### src/rtl/imm_decode_stage.sv
`default_nettype none
// +--------------------------------------------------------------------------+
// | Module      : imm_decode_stage                                           |
// | Description : Registered, valid/ready immediate-decode stage. Extracts   |
// |               and extends the RV32I/RV64I immediate, classifies the      |
// |               format, computes pc+imm and flags unknown opcodes. A       |
// |               2-entry skid buffer gives full throughput without a        |
// |               combinational ready path.                                  |
// | Revision    : 1.0 - initial release                                      |
// +--------------------------------------------------------------------------+
module imm_decode_stage #(
    parameter int XLEN     = 64,
    parameter bit CSR_ZIMM = 1'b1
) (
    input  logic            clk,
    input  logic            rst,
    input  logic            flush,
    input  logic            in_valid,
    output logic            in_ready,
    input  logic [31:0]     in_instr,
    input  logic [XLEN-1:0] in_pc,
    output logic            out_valid,
    input  logic            out_ready,
    output logic [XLEN-1:0] out_imm,
    output logic [2:0]      out_fmt,
    output logic [XLEN-1:0] out_target,
    output logic [XLEN-1:0] out_pc,
    output logic [31:0]     out_instr
);

    localparam logic [2:0] C_FMT_NONE    = 3'd0;
    localparam logic [2:0] C_FMT_I       = 3'd1;
    localparam logic [2:0] C_FMT_S       = 3'd2;
    localparam logic [2:0] C_FMT_B       = 3'd3;
    localparam logic [2:0] C_FMT_U       = 3'd4;
    localparam logic [2:0] C_FMT_J       = 3'd5;
    localparam logic [2:0] C_FMT_Z       = 3'd6;
    localparam logic [2:0] C_FMT_ILLEGAL = 3'd7;

    typedef struct packed {
        logic [XLEN-1:0] imm;
        logic [2:0]      fmt;
        logic [XLEN-1:0] target;
        logic [XLEN-1:0] pc;
        logic [31:0]     instr;
    } entry_t;

    if (!(XLEN == 32 || XLEN == 64)) begin : g_bad_xlen
        $error("imm_decode_stage: XLEN must be 32 or 64");
    end

    logic [31:0]     w_imm32;
    logic [2:0]      w_fmt;
    logic [XLEN-1:0] w_imm;
    entry_t          w_new;
    logic            w_accept;

    entry_t m_q, m_d, s_q, s_d;
    logic   m_valid_q, m_valid_d, s_valid_q, s_valid_d;

    // Decode the incoming word into a 32-bit immediate (zimm has bit 31 clear,
    // so one sign extension below serves every format).
    always_comb begin
        w_imm32 = 32'd0;
        w_fmt   = C_FMT_ILLEGAL;
        unique case (in_instr[6:0])
            7'b0010011, 7'b0011011, 7'b0000011, 7'b1100111: begin
                w_imm32 = {{20{in_instr[31]}}, in_instr[31:20]};
                w_fmt   = C_FMT_I;
            end
            7'b0100011: begin
                w_imm32 = {{20{in_instr[31]}}, in_instr[31:25], in_instr[11:7]};
                w_fmt   = C_FMT_S;
            end
            7'b1100011: begin
                w_imm32 = {{20{in_instr[31]}}, in_instr[7], in_instr[30:25],
                           in_instr[11:8], 1'b0};
                w_fmt   = C_FMT_B;
            end
            7'b0110111, 7'b0010111: begin
                w_imm32 = {in_instr[31:12], 12'd0};
                w_fmt   = C_FMT_U;
            end
            7'b1101111: begin
                w_imm32 = {{12{in_instr[31]}}, in_instr[19:12], in_instr[20],
                           in_instr[30:21], 1'b0};
                w_fmt   = C_FMT_J;
            end
            7'b1110011: begin
                if (CSR_ZIMM) begin
                    w_imm32 = {27'd0, in_instr[19:15]};
                    w_fmt   = C_FMT_Z;
                end else begin
                    w_fmt   = C_FMT_NONE;
                end
            end
            7'b0110011, 7'b0111011, 7'b0001111: begin
                w_fmt   = C_FMT_NONE;
            end
            default: begin
                w_imm32 = 32'd0;
                w_fmt   = C_FMT_ILLEGAL;
            end
        endcase
    end

    if (XLEN > 32) begin : g_xlen_wide
        assign w_imm = {{(XLEN-32){w_imm32[31]}}, w_imm32};
    end else begin : g_xlen_32
        assign w_imm = w_imm32;
    end

    assign w_new.imm    = w_imm;
    assign w_new.fmt    = w_fmt;
    assign w_new.target = in_pc + w_imm;
    assign w_new.pc     = in_pc;
    assign w_new.instr  = in_instr;

    // Ready depends only on skid occupancy, never on out_ready.
    assign in_ready = !s_valid_q && !rst;
    assign w_accept = in_valid && in_ready;

    // Next-state of main/skid entries: M refills from S first, else from input.
    always_comb begin
        m_d       = m_q;
        s_d       = s_q;
        m_valid_d = m_valid_q;
        s_valid_d = s_valid_q;
        if (flush) begin
            m_valid_d = 1'b0;
            s_valid_d = 1'b0;
        end else if (!m_valid_q || out_ready) begin
            if (s_valid_q) begin
                m_d       = s_q;
                m_valid_d = 1'b1;
                s_valid_d = 1'b0;
            end else if (w_accept) begin
                m_d       = w_new;
                m_valid_d = 1'b1;
            end else begin
                m_valid_d = 1'b0;
            end
        end else if (w_accept) begin
            s_d       = w_new;
            s_valid_d = 1'b1;
        end
    end

    // State registers; reset clears payloads so the outputs read zero.
    always_ff @(posedge clk) begin
        if (rst) begin
            m_q       <= '0;
            s_q       <= '0;
            m_valid_q <= 1'b0;
            s_valid_q <= 1'b0;
        end else begin
            m_q       <= m_d;
            s_q       <= s_d;
            m_valid_q <= m_valid_d;
            s_valid_q <= s_valid_d;
        end
    end

    assign out_valid  = m_valid_q;
    assign out_imm    = m_q.imm;
    assign out_fmt    = m_q.fmt;
    assign out_target = m_q.target;
    assign out_pc     = m_q.pc;
    assign out_instr  = m_q.instr;

endmodule
`default_nettype wire

### config.mk
export PLATFORM = sky130hd
export DESIGN_NAME = imm_decode_stage
export DESIGN_NICKNAME = d
export VERILOG_FILES = /design/src/rtl/imm_decode_stage.sv
export SDC_FILE = /design/constraint.sdc
export NUM_CORES = 1
export LEC_CHECK = 0
export ABC_AREA = 0
export BUFFER_PORTS_ARGS = -buffer_cell sky130_fd_sc_hd__buf_2
export CAP_MARGIN = 20
export CORE_ASPECT_RATIO = 0.7
export CORE_UTILIZATION = 52
export DETAILED_ROUTE_END_ITERATION = 10
export PLACE_DENSITY = 0.77
export SYNTH_ARGS = -nofsm -noshare
export SYNTH_HDL_FRONTEND = slang
export SYNTH_SLANG_ARGS = --single-unit
### constraint.sdc
create_clock -name clk -period 4.5 [get_ports clk]
set_input_delay 0.9 -clock clk [delete_from_list [all_inputs] [get_ports clk]]
set_output_delay 0.9 -clock clk [all_outputs]
set_load 0.1 [all_outputs]
==> results.ini <==
[outcome]
status = completed

[critical_path]
start_kind = input port
crit_top_cell = a21oi_1
end_kind = register
cp_data_required_time_ns = 4.92
crit_slowest_cell = a221oi_1
critical_path_arrival_ns = 4.75
cp_top_family = compound AO/OA/AOI/OAI gates
critPathKind = input port to register
crit_chain = buf_2, nand2b_1, buf_4, o211ai_1, nor2_1, and2_2, a21oi_1, inv_1, ha_1, a21oi_1, o21bai_1, a21oi_1, o21ai_0, a221oi_1, buf_4, o211a_2, o21ai_2, a21oi_1, xor2_1, o21ai_0
critPathMaxFanout = 11
cpPeakStageDelay_ns = 0.43
worst-path-buf-inv = 4

[global_routing]
grt_first_pass_wirelength_microns = 99700
first_global_vias = 18100
grt_start_max_net_pins = 193
grt_usage_pct = 32.1
antenna_found_initial = 0
grt_overflow = 0

[floorplan]
start_util_pct = 53.1
io_pins = 330
coreArea_sq_um = 37400
die_area_sq_um = 39000
placementRows = 59
die_w_microns = 236
die_h_microns = 165

[clocking]
clock_sinks = 392
cts_tree = built
numCtsBuffers = 39
cts_hold_buffers = 0
ctsRootBufferMaster = clkbuf_16
cts_buffer_depth = 3
h-tree-depth = 2
insertion_delay_ns = 0.56
clk_pin_slew_ns = 0.06

[sta]
setup-violations-final = 0
finalHoldViolCount = 0
max_freq_ghz = 0.231
timing.hold.ws_ns = 0.453
worst_pin_slew_ns = 1.02
layout_setup_ws_ns = 0.173
post-route-min-period_ns = 4.33
maxSlewHeadroom_pct = 32.2
timing.final.crit_share_pct = 96.2
finClkSkew_ns = 0.0164
finalMaxSlewViolations = 0
rsz0062_at_grt = true

[synth]
syn_inst = 2544
ys_ff_latch = 392
synthFlopType = dfxtp_1
yosysTopAreaCell = dfxtp_1
syn_area_per_cell_sq_um = 7.80
async_reset_ff_share_pct = 0
synth.distinct_cells = 78
yosysTopAreaCellShare_pct = 39.5
yosys-top-cells-area = dfxtp_1 40%, nand2_1 9.2%, a21oi_1 8.1%
ys_warn_count = 0
synth_edf_count = 0
synth_area_sq_um = 19800
synth_seq_area_share_pct = 39.5
syn-num-nets = 2709

[final_layout]
final_layout_size_suffix_gt1_share_pct = 22.9
final_cell_mix = 487 x nand2_1, 391 x dfxtp_1, 328 x buf_2, 318 x a21oi_1, 240 x nor2_1
layout_commonest_cell = nand2_1
final_core_util_pct = 65.3
area_growth_pct = 22.8
nNetsFinal = 3082
antenna_cells = 0

[pwr]
p_leak_nw = 10.4
vdd_drop_max_v = 0.000277
p_per_area_nw_per_um2 = 367

[routing]
avgRoutedWirePerCell_microns = 18.8
drcViolationCount = 0
vias = 19800
ant_nets = 0
drt-initial-drc-count = 1872
wl_microns = 64700
dr.pass1.iters = 6
via_per_inst = 5.78

[placed_design]
gp_congestion = 0.974
io_buffer_count = 329
place_hpwl_microns = 47100
place_ws_ns = -0.346

[hold_path]
hold_path.class = register to register

[job]
drv_cap = 0

[cell type report]
type	count	area [sq um]
clock inverters	17	235
multi-input cells	1874	10800
fillers	3162	13000
repair buffers	564	3500
well taps	488	611
flip-flops and latches	392	7850
inverters	46	175
clock buffers	53	1160
[worst register-to-register path: stages (launching register included)]
cell and delay [ns]:
dfxtp_4 0.36, buf_12 0.45, inv_2 0.75, nand3_4 0.52
buf_4 0.55, buf_4 0.41, nand2_1 0.10, a21oi_1 0.16
[registers in the layout, indices dropped and copies added, names as in the netlist]
register    flops
out_pc         64
out_valid       1
out_instr      32
out_imm        32
out_fmt         3
s_q           195
out_target     64
s_valid_q       1
[logic make-up after synthesis]
| group | Yosys count | synth area share (%) |
|---|---|---|
| AO/OA/AOI/OAI | 778 | 24.3 |
| AND/OR/NAND/NOR | 862 | 17.7 |
| XOR/XNOR | 63 | 2.82 |
| buffers and inverters | 278 | 6.10 |
| multiplexers | 107 | 5.40 |
| adder cells (fa/ha/maj) | 64 | 4.07 |
| flip-flops | 392 | 39.5 |
[synthesized netlist by cell type, types with 34 or more instances]
master,number
clkbuf_1,163
ha_1,63
o21ai_0,133
nand3_1,34
a21oi_1,320
nand2_1,487
a211oi_1,142
dfxtp_1,392
nor2_1,240
inv_1,45
buf_4,35
mux2i_1,107
a21o_1,46
[metal layers]
layer / vias up / track usage (%) / part of all wire (%)
met2: 759 / 49.2 / 44
met4: 0 / 6.86 / 1.7
met3: 80 / 5.02 / 8.5
li1: 9622 / - / -
met1: 9376 / 47.4 / 46
met5: - / 0 / 0
[through the flow]
stage               setup TNS (ns)  cell area, sq um  std cells  power, mW
floorplan                        0             19900       2544       4.95
global placement             -7.56             23000       3364       5.41
detailed placement          -11.53             23000       3364       5.43
CTS                              0             24300       3434       8.95
global route               -0.0127             24400       3434       9.21
finish                           0             24400       3434       8.94
[timing repair]
action                                  in CTS  in global routing
endpoints found under the setup margin       0                 31
buffers inserted                             0                  0
resized for setup                            0                  7
[report_power, final]
group	internal (mW)	switching [mW]	leakage (nW)	total, mW
clock	2.11	1.45	0.698	3.56
combinational	0.427	1.33	6.48	1.76
sequential	3.56	0.0564	3.18	3.62
[worst paths after layout]
path          startpoint  cells after the start        endpoint  slack (ns)
min             s_q[131]                      2        s_q[131]        0.45
min reg2reg     s_q[131]                      2        s_q[131]        0.45
max reg2reg    s_valid_q                      7        s_q[130]        1.11
max          in_instr[4]                     20  out_target[56]        0.17
(Power assumes the default switching activity.)
